[config.mk]
export PLATFORM = sky130hd
export DESIGN_NAME = alu_simd_rr_scheduler
export DESIGN_NICKNAME = d
export VERILOG_FILES = /design/src/rtl/alu_sched_pkg.sv /design/src/rtl/alu_simd_rr_scheduler_arb.sv /design/src/rtl/alu_simd_rr_scheduler.sv
export SDC_FILE = /design/constraint.sdc
export NUM_CORES = 1
export LEC_CHECK = 0
export CAP_MARGIN = 10
export CORE_AREA = 2 2 209 211
export CTS_CLUSTER_DIAMETER = 50
export DETAILED_ROUTE_END_ITERATION = 10
export DIE_AREA = 0 0 211 213
export DONT_BUFFER_PORTS = 1
export PLACE_DENSITY = 0.43
export SYNTH_ARGS = -nofsm -noshare
export SYNTH_HDL_FRONTEND = slang
export SYNTH_HIERARCHICAL = 1
export SYNTH_SLANG_ARGS = --single-unit
[constraint.sdc]
create_clock -name clk -period 2.5 [get_ports clk]
set_input_delay 0.375 -clock clk [delete_from_list [all_inputs] [get_ports clk]]
set_output_delay 0.375 -clock clk [all_outputs]
set_load 0.005 [all_outputs]
[src/rtl/alu_sched_pkg.sv]
// ============================================================================
// Module : alu_sched_pkg
// Brief  : Shared types and encodings for the SIMD ALU round-robin scheduler.
// Rev    : 1.0  initial release
// ============================================================================
`default_nettype none

package alu_sched_pkg;

  typedef struct packed {
    logic [3:0]  alumode;
    logic [8:0]  opmode;
    logic [1:0]  use_simd;
    logic [31:0] w;
    logic [31:0] z;
    logic [31:0] y;
    logic [31:0] x;
    logic        cin;
  } alu_cmd_t;

  typedef enum logic [0:0] {
    ARB     = 1'b0,
    LOCK_HI = 1'b1
  } sched_state_e;

  localparam logic [1:0] MODE_16x16   = 2'b00;
  localparam logic [1:0] MODE_SUM_8x8 = 2'b01;
  localparam logic [1:0] MODE_SUM_4x4 = 2'b10;
  localparam logic [1:0] MODE_SUM_2x2 = 2'b11;

  // A low beat must run unsegmented so its carry can chain into the high beat.
  function automatic logic cmd_illegal(input logic [3:0] alumode,
                                       input logic [1:0] use_simd,
                                       input logic       lo_beat);
    return (alumode[3:2] == 2'b10) || (lo_beat && (use_simd != MODE_16x16));
  endfunction

endpackage

`default_nettype wire

[src/rtl/alu_simd_rr_scheduler_arb.sv]
// ============================================================================
// Module : rr_arbiter
// Brief  : Round-robin grant: first requester at or after ptr, one-hot out.
// Rev    : 1.0  initial release
// ============================================================================
`default_nettype none

module rr_arbiter #(
  parameter int NUM_REQ = 2,
  parameter int IDW     = 1
) (
  input  logic [NUM_REQ-1:0] req,
  input  logic [IDW-1:0]     ptr,
  output logic [NUM_REQ-1:0] grant,
  output logic [IDW-1:0]     grant_id,
  output logic               any
);

  function automatic int wrap_idx(input int base, input int off);
    int s;
    s = base + off;
    if (s >= NUM_REQ) s = s - NUM_REQ;
    return s;
  endfunction

  always_comb begin
    grant    = '0;
    grant_id = '0;
    any      = 1'b0;
    for (int i = 0; i < NUM_REQ; i++) begin
      if (!any && req[wrap_idx(int'(ptr), i)]) begin
        grant[wrap_idx(int'(ptr), i)] = 1'b1;
        grant_id                      = IDW'(wrap_idx(int'(ptr), i));
        any                           = 1'b1;
      end
    end
  end

endmodule

`default_nettype wire

[src/rtl/alu_simd_rr_scheduler.sv]
// ============================================================================
// Module : alu_simd_rr_scheduler
// Brief  : Round-robin share of one 32-bit SIMD ALU with 64-bit locked adds.
//          Optional illegal-command screening: ALU_SCHED_ILLEGAL_CHECK_EN.
// Rev    : 1.0  initial release
// ============================================================================
`default_nettype none

module alu_simd_rr_scheduler
  import alu_sched_pkg::*;
#(
  parameter int NUM_REQ = 2,
  parameter int IDW     = 1
) (
  input  logic                  clk,
  input  logic                  reset,
  input  logic [NUM_REQ-1:0]    req_valid,
  output logic [NUM_REQ-1:0]    req_ready,
  input  logic [4*NUM_REQ-1:0]  req_alumode,
  input  logic [9*NUM_REQ-1:0]  req_opmode,
  input  logic [2*NUM_REQ-1:0]  req_use_simd,
  input  logic [32*NUM_REQ-1:0] req_w,
  input  logic [32*NUM_REQ-1:0] req_z,
  input  logic [32*NUM_REQ-1:0] req_y,
  input  logic [32*NUM_REQ-1:0] req_x,
  input  logic [NUM_REQ-1:0]    req_cin,
  input  logic [NUM_REQ-1:0]    req_wide,
  output logic [3:0]            alu_alumode,
  output logic [8:0]            alu_opmode,
  output logic [1:0]            alu_use_simd,
  output logic [31:0]           alu_w,
  output logic [31:0]           alu_z,
  output logic [31:0]           alu_y,
  output logic [31:0]           alu_x,
  output logic                  alu_cin,
  output logic [7:0]            alu_carry_in,
  input  logic [31:0]           alu_s,
  input  logic [7:0]            alu_carry_out,
  output logic                  rsp_valid,
  input  logic                  rsp_ready,
  output logic [IDW-1:0]        rsp_id,
  output logic [31:0]           rsp_s,
  output logic [7:0]            rsp_carry,
  output logic                  rsp_hi,
  output logic                  rsp_err
);

  sched_state_e state, state_nxt;
  logic [IDW-1:0] rr_ptr, rr_ptr_nxt;
  logic [IDW-1:0] lock_id, lock_id_nxt;
  logic           hi_carry;

  logic [NUM_REQ-1:0] arb_grant;
  logic [IDW-1:0]     arb_id;
  logic               arb_any;

  logic [NUM_REQ-1:0] grant;
  logic [IDW-1:0]     grant_id;
  logic               grant_any;

  logic     rsp_adv, can_issue, accept;
  alu_cmd_t sel_cmd, iss_cmd_nxt;
  logic     sel_wide, sel_err, is_lo, is_hi;

  alu_cmd_t       iss_cmd;
  logic           iss_valid, iss_lo, iss_hi, iss_err;
  logic [IDW-1:0] iss_id;

  function automatic logic [IDW-1:0] next_id(input logic [IDW-1:0] id);
    return (int'(id) >= NUM_REQ - 1) ? '0 : id + 1'b1;
  endfunction

  rr_arbiter #(
    .NUM_REQ (NUM_REQ),
    .IDW     (IDW)
  ) u_arb (
    .req      (req_valid),
    .ptr      (rr_ptr),
    .grant    (arb_grant),
    .grant_id (arb_id),
    .any      (arb_any)
  );

  assign rsp_adv   = !rsp_valid || rsp_ready;
  assign can_issue = (!iss_valid || rsp_adv) && !reset;

  always_comb begin
    grant     = '0;
    grant_id  = arb_id;
    grant_any = 1'b0;
    if (state == ARB) begin
      grant     = arb_grant;
      grant_any = arb_any;
    end else begin
      grant_id = lock_id;
      if (req_valid[lock_id]) begin
        grant[lock_id] = 1'b1;
        grant_any      = 1'b1;
      end
    end
  end

  assign req_ready = can_issue ? grant : '0;
  assign accept    = can_issue && grant_any;

  always_comb begin
    sel_cmd.alumode  = req_alumode[4*grant_id +: 4];
    sel_cmd.opmode   = req_opmode[9*grant_id +: 9];
    sel_cmd.use_simd = req_use_simd[2*grant_id +: 2];
    sel_cmd.w        = req_w[32*grant_id +: 32];
    sel_cmd.z        = req_z[32*grant_id +: 32];
    sel_cmd.y        = req_y[32*grant_id +: 32];
    sel_cmd.x        = req_x[32*grant_id +: 32];
    sel_cmd.cin      = req_cin[grant_id];
    sel_wide         = req_wide[grant_id];
  end

`ifdef ALU_SCHED_ILLEGAL_CHECK_EN
  assign sel_err = cmd_illegal(sel_cmd.alumode, sel_cmd.use_simd,
                               sel_wide && (state == ARB));
`else
  assign sel_err = 1'b0;
`endif

  assign is_lo = (state == ARB) && sel_wide && !sel_err;
  assign is_hi = (state == LOCK_HI);

  // A high beat accepted while its low beat is still leaving ISSUE takes the
  // carry straight from the ALU; otherwise the low result was captured already.
  always_comb begin
    iss_cmd_nxt = sel_cmd;
    if (is_lo || is_hi) iss_cmd_nxt.use_simd = MODE_16x16;
    if (is_hi) iss_cmd_nxt.cin = (iss_valid && iss_lo) ? alu_carry_out[7] : hi_carry;
    if (sel_err) iss_cmd_nxt = '0;
  end

  always_comb begin
    state_nxt   = state;
    rr_ptr_nxt  = rr_ptr;
    lock_id_nxt = lock_id;
    if (accept) begin
      if (state == ARB) begin
        if (is_lo) begin
          state_nxt   = LOCK_HI;
          lock_id_nxt = grant_id;
        end else begin
          rr_ptr_nxt = next_id(grant_id);
        end
      end else begin
        state_nxt  = ARB;
        rr_ptr_nxt = next_id(lock_id);
      end
    end
  end

  always_ff @(posedge clk) begin
    if (reset) begin
      state   <= ARB;
      rr_ptr  <= '0;
      lock_id <= '0;
    end else begin
      state   <= state_nxt;
      rr_ptr  <= rr_ptr_nxt;
      lock_id <= lock_id_nxt;
    end
  end

  always_ff @(posedge clk) begin
    if (reset) begin
      iss_valid <= 1'b0;
      iss_cmd   <= '0;
      iss_id    <= '0;
      iss_lo    <= 1'b0;
      iss_hi    <= 1'b0;
      iss_err   <= 1'b0;
      hi_carry  <= 1'b0;
    end else begin
      if (iss_valid && iss_lo && rsp_adv) hi_carry <= alu_carry_out[7];
      if (can_issue) begin
        iss_valid <= accept;
        if (accept) begin
          iss_cmd <= iss_cmd_nxt;
          iss_id  <= grant_id;
          iss_lo  <= is_lo;
          iss_hi  <= is_hi;
          iss_err <= sel_err;
        end
      end
    end
  end

  always_ff @(posedge clk) begin
    if (reset) begin
      rsp_valid <= 1'b0;
      rsp_id    <= '0;
      rsp_s     <= '0;
      rsp_carry <= '0;
      rsp_hi    <= 1'b0;
      rsp_err   <= 1'b0;
    end else if (rsp_adv) begin
      rsp_valid <= iss_valid;
      if (iss_valid) begin
        rsp_id    <= iss_id;
        rsp_s     <= iss_err ? 32'd0 : alu_s;
        rsp_carry <= iss_err ? 8'd0 : alu_carry_out;
        rsp_hi    <= iss_hi;
        rsp_err   <= iss_err;
      end
    end
  end

  assign alu_alumode  = iss_cmd.alumode;
  assign alu_opmode   = iss_cmd.opmode;
  assign alu_use_simd = iss_cmd.use_simd;
  assign alu_w        = iss_cmd.w;
  assign alu_z        = iss_cmd.z;
  assign alu_y        = iss_cmd.y;
  assign alu_x        = iss_cmd.x;
  assign alu_cin      = iss_cmd.cin;
  assign alu_carry_in = 8'd0;

endmodule

`default_nettype wire
==> metrics.md, run 1 <==
| Metric | Value |
|---|---|
| Status | `complete, no violations` |
| Final Critical Period | `2.30 ns` |
| Reg clk slew, reported paths | `0.08 ns` |
| Synth unique cells | `33` |
| Reg power frac | `0.473` |
| Mapped Cells | `888` |
| GR Util All Layers | `0.117` |
| Cells after DPL | `1,380` |
| WL/cell | `18.3 um` |
| Sw frac | `0.278` |
| Reg2reg setup slack | `0.20 ns` |
| Clock root buffer | `clkbuf_16` |
| Crit path DAT | `2.66 ns` |
| Commonest cells post-synth | `dfxtp_1 (194), mux2i_1 (149), nor2_1 (145)` |
| Initial antenna violation count | `7` |
| Yosys top cell area share | `0.472` |
| Max Buffers Root-to-Sink | `2` |
| Remaining global-route overflow | `0` |
| DP Wirelength | `19,900 um` |
| Final WS setup | `0.197 ns` |
| Via count | `6,538` |
| Setup WS pre-CTS | `0.414 ns` |
| Clock skew | `0.0107 ns` |
| # IOs | `533` |
| Die Height | `213 um` |
| Most common cell in the netlist | `dfxtp_1` |
| Ys Warns | `6` |
| Layout area overhead | `22.2%` |
| Final Max Tran Viols | `0` |
| Post-synth EDFFs | `0` |
| Largest area contributor in the netlist | `dfxtp_1` |
| PD cells | `766 nW/um^2` |
| Avg Cell Area, Syn | `9.27 um^2` |
| Clk sinks | `194` |
| Placed Area | `8820 um^2` |
| Row count | `76` |
| Startpoint Class | `register` |
| Asr flop ratio synth | `0` |
| Latest clock arrival within the worst-skew pair | `0.48 ns` |
| Worst Tran Pin Value | `0.797 ns` |
| DRT Pass-1 Iters | `4` |
| Sum Neg Setup Slack | `0 ns` |
| Synth Flop Type | `dfxtp_1` |
| Critical path class | `register to register` |
| Required @ worst endpoint | `2.86 ns` |
| Final setup vio count | `0` |
| Clk network pwr share | `0.379` |
| Die width | `211 um` |
| Crit. End Element | `register` |
| CORE AREA | `42,700 um^2` |
| Worst VDD drop | `505 uV` |
| Residual DRC count | `0` |
| Initial Utilization | `0.193` |
| Lkg Pwr | `4.28 nW` |
| Cell internal pwr | `5.56 mW` |
| Port bufs | `0` |
| Final std cells w/o fill | `1,479` |
| Max-cap violations | `0` |
| Largest net degree at the start of global routing | `196` |
| H-tree lvl count | `4` |
| TritonCTS buffer count | `17` |
| Final Hold Vio Count | `0` |
| Drt first-iter violations | `267` |
| Crit share post-route | `0.921` |
| Slew Limit Headroom | `0.469` |
| Via density | `4.42` |
| Synth top area cells | `dfxtp_1 (47%), mux2i_1 (18%), a211oi_1 (13%), nor2_1 (6.6%), nand2_1 (4.0%)` |
| TritonCTS clock tree | `yes` |
| Final instance area | `10,100 um^2` |
| Share of cells above drive strength 1 | `0.0723` |
| Die Area | `44,900 um^2` |
| Net switching power | `2.14 mW` |
| WL final | `27,100 um` |
| RSZ-0062 raised after global routing | `false` |
| # nets final | `1,249` |
| Post-DRT Antenna Nets | `0` |
| Placer congestion estimate | `0.806` |
| Sequential area share after synthesis | `0.472` |
| Hold Crit Class | `input port to register` |
| Crit Path Max Fanout | `23` |
| Comb power frac | `0.149` |
| Flops & latches, synth | `194` |
| Fmax | `434 MHz` |
| Number of global-route vias before repair | `6,409` |
| First-pass GRT wire length | `38,600 um` |
| Post-Syn Area | `8230 um^2` |
==> path summary, 6_finish.rpt <==
check / startpoint / endpoint / cells after the start
worst max register to register: is_hi$_SDFFE_PP0P_ / alu_y[0]$_SDFFE_PP0P_ / 6
worst min register to register: iss_hi$_SDFFE_PP0P_ / iss_hi$_SDFFE_PP0P_ / 2
worst min-delay path: reset / alu_z[7]$_SDFFE_PP0P_ / 1
worst max-delay path: is_hi$_SDFFE_PP0P_ / alu_y[0]$_SDFFE_PP0P_ / 6
==> flip-flops by register name (all words and copies together) (netlist names) <==
name	count
alu_x	32
rsp_carry	8
rsp_id	1
alu_y	32
iss_hi	1
alu_alumode	4
alu_z	32
alu_w	32
hi_carry	1
iss_valid	1
rsp_hi	1
is_hi	1
rsp_valid	1
rsp_s	32
alu_cin	1
iss_id	1
rr_ptr	1
alu_opmode	9
lock_id	1
alu_use_simd	2
==> layout by cell type, fill, tap and decap left out, types with 2 or more instances in the layout <==
cell and instances:
dfxtp_1 193, mux2i_1 149, nor2_1 145, a211oi_1 142
nand2_1 87, dlygate4sd3_1 59, a21oi_1 47, buf_4 22
clkbuf_16 17, conb_1 9, nand2b_1 7, buf_12 7
diode_2 6, clkinv_2 5, bufinv_16 3, nand3_1 2
o2bb2ai_1 2, o21ai_0 2, inv_1 2, clkinvlp_4 2
inv_6 2, clkbuf_8 2, a21boi_0 2
==> timing repair <==
action,in CTS,in global routing
hold endpoints to repair,186,0
hold buffers,59,0
setup buffers,0,2
setup endpoints to repair,0,14
resized for setup,0,2
==> cell type report <==
class	count	area, um^2
fill	4657	32600
multi-input combinational	611	3960
sequential	194	3880
timing repair buffer	88	896
tap	546	683
clock buffer	19	453
clock inverter	13	156
antenna	6	15.0
inverter	2	7.51
==> per-stage QoR <==
step | hold WS (ns) | total power [mW] | util
2_1_floorplan | 0.432 | 4.51 | -
4_1_cts | -0.0871 | 7.85 | 0.235
3_5_place_dp | 0.453 | 4.77 | 0.207
6_report | 0.0236 | 7.70 | 0.235
5_1_grt | 0.0144 | 8.12 | 0.235
3_3_place_gp | 0.448 | 4.75 | 0.207
==> metal layers <==
metal  wire length, um  up-vias  GRT usage
met5                13        -          0
met4               829        2     0.0653
met3              2880       34     0.0554
met2             13400      338      0.197
met1              9970     2966      0.120
li1                  -     3198          -
==> worst max-delay path, cell delays in order, from the launching register on <==
cell,delay [ns]
dfxtp_2,0.45
mux2i_4,0.33
buf_12,0.23
buf_4,0.26
mux2i_1,0.21
a211oi_1,0.09
dlygate4sd3_1,0.58
==> logic make-up (layout without fill, tap and decap cells) <==
group                  count (synthesis)  in the layout  share of synthesized area
AOI/OAI and AO/OA                    201            201                      0.169
muxes                                152            152                      0.186
and+or+nand+nor                      249            249                      0.120
DFF                                  194            194                      0.472
buffers and inverters                 91            122                     0.0528
other                                  1             15                   0.000456
==> power by group through the flow <==
stage / clock [mW] / sequential [mW] / combinational (mW)
floorplan: 0 / 3.61 / 0.898
detailed placement: 0 / 3.72 / 1.06
global route: 3.16 / 3.68 / 1.28
global placement: 0 / 3.72 / 1.03
finish: 2.92 / 3.64 / 1.15
CTS: 3.06 / 3.65 / 1.15
No activity file was read; power rests on OpenSTA's default activity.
==> run 2, diff against run 1 <==
--- a/config.mk
+++ b/config.mk
@@ -6,12 +6,12 @@
 export NUM_CORES = 1
 export LEC_CHECK = 0
 export CAP_MARGIN = 10
-export CORE_AREA = 2 2 209 211
+export CORE_AREA = 4 4 205 207
 export CTS_CLUSTER_DIAMETER = 50
 export DETAILED_ROUTE_END_ITERATION = 10
-export DIE_AREA = 0 0 211 213
+export DIE_AREA = 0 0 209 211
 export DONT_BUFFER_PORTS = 1
-export PLACE_DENSITY = 0.43
+export PLACE_DENSITY = 0.44
 export SYNTH_ARGS = -nofsm -noshare
 export SYNTH_HDL_FRONTEND = slang
 export SYNTH_HIERARCHICAL = 1
==> constraint.sdc (replaced) <==
create_clock -name clk -period 2.5 [get_ports clk]
set_input_delay 0.375 -clock clk [delete_from_list [all_inputs] [get_ports clk]]
set_output_delay 0.375 -clock clk [all_outputs]
set_load 0.1 [all_outputs]
==> run 2 against run 1 <==
Compared with the run above:
- critical path type unchanged
- setup slack better by 0.055 ns
- power is 30% higher
- clock skew is 0.0017 ns lower
- critical endpoint is now alu_y[27]$_SDFFE_PP0P_
- design area is 7.4% higher
- critical path depth is 2 lower
- die area is 1.9% lower
- clock-buffer cell count is 4 higher
- final cell count is 6.9% higher
- fmax is 2.4% higher
- highest routed layer is now met4
==> metrics.md, run 2 (synthesis gave the netlist of run 1 again) <==
| Metric | Value |
|---|---|
| Status | `complete, no violations` |
| Net switching power | `4.23 mW` |
| Drt first-iter violations | `309` |
| Latest clock arrival within the worst-skew pair | `0.44 ns` |
| Worst Hold Margin | `0.0583 ns` |
| Final setup vio count | `0` |
| Setup Buffers After CTS | `0` |
| DRT Pass-1 Iters | `4` |
| Critical path class | `register to register` |
| Layout area overhead | `31.1%` |
| Fmax | `445 MHz` |
| Crit. End Element | `register` |
| GR Util All Layers | `0.119` |
| WL/cell | `17.6 um` |
| Lkg Pwr | `4.83 nW` |
| Clk sinks | `194` |
| PD cells | `924 nW/um^2` |
| Clock skew | `0.00903 ns` |
| Share of cells above drive strength 1 | `0.230` |
| Post-cts sizing count | `0` |
| Required @ worst endpoint | `2.81 ns` |
| RSZ-0062 raised after global routing | `false` |
| Final Hold Vio Count | `0` |
| Commonest non-fill, non-tap cells in the layout | `buf_4 (195), dfxtp_1 (194), mux2i_1 (149)` |
| Post-DRT Antenna Nets | `0` |
| CORE AREA | `40,400 um^2` |
| Die Area | `44,100 um^2` |
| Final Critical Period | `2.25 ns` |
| Clock root buffer | `clkbuf_16` |
| Port bufs | `0` |
| Initial Utilization | `0.204` |
| Initial antenna violation count | `5` |
| Final std cells w/o fill | `1,581` |
| Die Height | `211 um` |
| Number of global-route vias before repair | `6,873` |
| Comb power frac | `0.365` |
| Worst VDD drop | `416 uV` |
| Cell internal pwr | `5.75 mW` |
| Max-cap violations | `0` |
| Final instance area | `10,800 um^2` |
| Reg power frac | `0.348` |
| Die width | `209 um` |
| First-pass GRT wire length | `40,900 um` |
| Reg clk slew, reported paths | `0.07 ns` |
| Row count | `74` |
| Clk network pwr share | `0.287` |
| Placed Area | `10,100 um^2` |
| Crit share post-route | `0.899` |
| Via count | `6,789` |
| Post-CTS Hold Fix Bufs | `2` |
| TritonCTS buffer count | `17` |
| Hold Crit Class | `input port to register` |
| Final WS setup | `0.251 ns` |
| Final Max Tran Viols | `0` |
| Power Total | `9.97 mW` |
| TritonCTS clock tree | `yes` |
| Via density | `4.29` |
| Sw frac | `0.424` |
| Crit Path Max Fanout | `114` |
| # IOs | `533` |
| Max Buffers Root-to-Sink | `2` |
| DP Wirelength | `20,500 um` |
| Slew Limit Headroom | `0.362` |
| H-tree lvl count | `4` |
| Setup WS pre-CTS | `0.291 ns` |
| Worst Tran Pin Value | `0.956 ns` |
| Residual DRC count | `0` |
| Cells after DPL | `1,542` |
| Crit path DAT | `2.56 ns` |
| WL final | `27,800 um` |
| Largest net degree at the start of global routing | `124` |
| Placer congestion estimate | `0.866` |
| Remaining global-route overflow | `0` |
| # nets final | `1,366` |
| Startpoint Class | `register` |
| Commonest non-fill, non-tap cell in the layout | `buf_4` |
[run 2: cell count changes in the layout (fill, tap and decap cells not counted), moves of 2 or more]
cell / change
clkbuf_1: +3
a21oi_2: +2
buf_4: +173
dlygate4sd3_1: -58
clkinv_2: -4
a21oi_1: -2
[run 2: through the flow]
step | util | TNS [ns]
CTS | 0.267 | 0
floorplan | - | -0.0477
detailed placement | 0.251 | 0
finish | 0.267 | 0
global placement | 0.251 | 0
global route | 0.267 | 0
[run 2: critical path: stages, from the launching register on]
cell and delay [ns]:
dfxtp_1 0.50, mux2i_4 0.35, buf_12 0.46, mux2i_1 0.40, a211oi_1 0.12
[run 2: final cells by class]
type | instances | area, um^2
Fill cell | 4341 | 29600
Multi-Input combinational cell | 611 | 3970
Sequential cell | 194 | 3880
Timing Repair Buffer | 205 | 1660
Tap cell | 532 | 666
Clock buffer | 23 | 478
Clock inverter | 9 | 119
Antenna cell | 5 | 12.5
Inverter | 2 | 7.51
[run 2: power groups by stage]
| stage | Clock [mW] | Sequential (mW) | Combinational [mW] |
|---|---|---|---|
| 3_5_place_dp | 0 | 3.54 | 3.65 |
| 6_report | 2.86 | 3.47 | 3.64 |
| 3_3_place_gp | 0 | 3.54 | 3.62 |
| 5_1_grt | 3.10 | 3.50 | 3.82 |
| 2_1_floorplan | 0 | 5.56 | 0.977 |
| 4_1_cts | 3.00 | 3.47 | 3.68 |
[run 2: layer usage]
| layer | GRT usage | wire length [um] | up-vias | share of wire |
|---|---|---|---|---|
| li1 | - | - | 3418 | - |
| met1 | 0.138 | 11100 | 3047 | 0.40 |
| met2 | 0.201 | 13700 | 299 | 0.49 |
| met3 | 0.0404 | 2300 | 25 | 0.083 |
| met4 | 0.0495 | 652 | 0 | 0.023 |
| met5 | 0 | 0 | - | 0 |
[run 2: path summary, 6_finish.rpt]
path	from	to	slack, ns	cells past startpoint
worst max-delay path	is_hi$_SDFFE_PP0P_	alu_y[27]$_SDFFE_PP0P_	0.25	4
worst min-delay path	alu_carry_out[7]	rsp_carry[7]$_SDFFE_PP0P_	0.06	2
worst max register to register	is_hi$_SDFFE_PP0P_	alu_y[27]$_SDFFE_PP0P_	0.25	4
worst min register to register	rsp_s[9]$_SDFFE_PP0P_	rsp_s[9]$_SDFFE_PP0P_	0.46	2
==> run 3, diff against run 2 <==
--- a/config.mk
+++ b/config.mk
@@ -6,10 +6,10 @@
 export NUM_CORES = 1
 export LEC_CHECK = 0
 export CAP_MARGIN = 10
-export CORE_AREA = 4 4 205 207
+export CORE_AREA = 4 4 208 210
 export CTS_CLUSTER_DIAMETER = 50
 export DETAILED_ROUTE_END_ITERATION = 10
-export DIE_AREA = 0 0 209 211
+export DIE_AREA = 0 0 212 214
 export DONT_BUFFER_PORTS = 1
 export PLACE_DENSITY = 0.44
 export SYNTH_ARGS = -nofsm -noshare
==> run 3 against run 2 <==
Compared with the run above:
- clock skew grew 0.0053 ns
- clock power shrank 3%
- sequential power is essentially flat
- non-clock buffer count grew 77
- sequential share of layout area shrank 2.4 points
- sequential cell count is the same
- first-iteration DRC count grew 4.9%
- critical endpoint is now alu_z[22]$_SDFFE_PP0P_
- largest cell class unchanged
==> metrics.md, run 3 (synthesis gave the netlist of run 1 again) <==
| Metric | Value |
|---|---|
| Status | `complete, no violations` |
| Comb power frac | `0.377` |
| Share of cells above drive strength 1 | `0.222` |
| Multi-input logic area | `3970 um^2` |
| Lkg Pwr | `5.30 nW` |
| Post-layout util | `0.278` |
| Sw frac | `0.424` |
| Residual DRC count | `0` |
| Final instance area | `11,600 um^2` |
| RSZ-0062 raised after global routing | `false` |
| Hold_sp | `req_use_simd[2]` |
| Cells after DPL | `1,553` |
| WP depth | `5` |
| Latest clock arrival within the worst-skew pair | `0.48 ns` |
| Remaining global-route overflow | `0` |
| Commonest non-fill, non-tap cells in the layout | `buf_4 (199), dfxtp_1 (192), mux2i_1 (149)` |
| Die Height | `214 um` |
| Clk network pwr share | `0.276` |
| CP Cell Sequence | `mux2i_4, buf_12, mux2i_1, a211oi_1, dlygate4sd3_1` |
| Layout area overhead | `40.5%` |
| Startpoint Class | `register` |
| PD cells | `870 nW/um^2` |
| Commonest non-fill, non-tap cell in the layout | `buf_4` |
| Sum Neg Setup Slack | `0 ns` |
| Port bufs | `0` |
| Number of global-route vias before repair | `6,900` |
| Reg power frac | `0.347` |
| Crit. End Element | `register` |
| Reg clk slew, reported paths | `0.07 ns` |
| Number of buffers and inverters on the critical path | `2` |
| Number of fill cells in the layout | `4,455` |
| H-tree lvl count | `4` |
| Max-cap violations | `0` |
| Die Area | `45,400 um^2` |
| Crit path from | `is_hi$_SDFFE_PP0P_` |
| CP max-delay cell | `dlygate4sd3_1` |
| Crit share post-route | `0.933` |
| Cell internal pwr | `5.79 mW` |
| Worst Tran Pin Value | `0.972 ns` |
| WL final | `28,400 um` |
| # nets final | `1,443` |
| Drt first-iter violations | `324` |
| Crit Path Max Fanout | `66` |
| Initial Utilization | `0.198` |
| RR Startpoint | `is_hi$_SDFFE_PP0P_` |
| Net switching power | `4.27 mW` |
| DRT Pass-1 Iters | `4` |
| WL/cell | `17.1 um` |
| Fmax | `429 MHz` |
| Placer congestion estimate | `0.858` |
| Clock skew | `0.0143 ns` |
| GR Util All Layers | `0.119` |
| Slew Limit Headroom | `0.351` |
| Crit path DAT | `2.70 ns` |
| Row count | `75` |
| Final setup vio count | `0` |
| Hold Crit Class | `input port to register` |
| Die width | `212 um` |
| Worst VDD drop | `412 uV` |
| DP Wirelength | `20,500 um` |
| CORE AREA | `41,600 um^2` |
| Register Area | `3890 um^2` |
| Final Max Tran Viols | `0` |
| Top delay family on crit path | `buffers and inverters` |
| CP peak stage delay | `0.57 ns` |
| First-pass GRT wire length | `41,000 um` |
| Max Buffers Root-to-Sink | `2` |
| Via count | `7,089` |
| Largest net degree at the start of global routing | `116` |
| Required @ worst endpoint | `2.86 ns` |
| Worst Hold Margin | `0.0952 ns` |
| Worst r2r path cells | `5` |
| Initial antenna violation count | `3` |
| TritonCTS buffer count | `17` |
| Via density | `4.26` |
| Clock root buffer | `clkbuf_16` |
| Post-DRT Antenna Nets | `0` |
| Critical path class | `register to register` |
| TritonCTS clock tree | `yes` |
| Final std cells w/o fill | `1,663` |
| # IOs | `533` |
| Final Critical Period | `2.33 ns` |
| Placed Area | `10,200 um^2` |
| Final Hold Vio Count | `0` |
| Hold depth | `2` |
| Clk sinks | `194` |
run 3: cell type report:
cell class                 count  area share
timing repair buffer         282       0.211
clock buffer                  20      0.0386
sequential                   194       0.336
clock inverter                12      0.0115
multi-input combinational    611       0.343
antenna                        3    0.000649
tap                          539      0.0583
inverter                       2    0.000649
run 3: worst reg2reg max path: cells and delay by family (launching register included):
kind / cells / cell delay (ns)
compound gates: 1 / 0.09
buf+inv: 2 / 0.89
flops: 1 / 0.46
mux: 2 / 0.79
run 3: through the flow:
step / setup slack, ns / total power [mW]
floorplan: -0.0238 / 6.53
global placement: 0.443 / 7.19
detailed placement: 0.387 / 7.21
CTS: 0.0134 / 10.2
global route: 0.0322 / 10.5
finish: 0.167 / 10.1
run 3: final timing paths:
kind | slack (ns) | end
setup / recovery | 0.17 | alu_z[22]$_SDFFE_PP0P_
hold / removal | 0.1 | alu_use_simd[0]$_SDFFE_PP0P_
setup reg to reg | 0.17 | alu_z[22]$_SDFFE_PP0P_
hold reg to reg | 0.48 | iss_hi$_SDFFE_PP0P_
run 3: power by group through the flow:
stage          logic (mW)  registers [mW]  clock network [mW]
3_5_place_dp         3.65            3.56                   0
5_1_grt              3.98            3.52                3.02
2_1_floorplan       0.977            5.56                   0
3_3_place_gp         3.63            3.56                   0
4_1_cts              3.81            3.49                2.92
6_report             3.79            3.49                2.78
run 3: per-layer routing:
metal	up-vias	routed length [um]	GRT usage
li1	3562	-	-
met1	3157	11000	0.128
met2	331	13700	0.200
met3	39	2880	0.0518
met4	0	773	0.0545
met5	-	0	0
run 3: what timing repair did:
action / in CTS / in global routing
hold endpoints to repair: 187 / 0
setup buffers: 0 / 1
hold buffers: 73 / 0
resized for setup: 0 / 4
setup endpoints to repair: 0 / 25
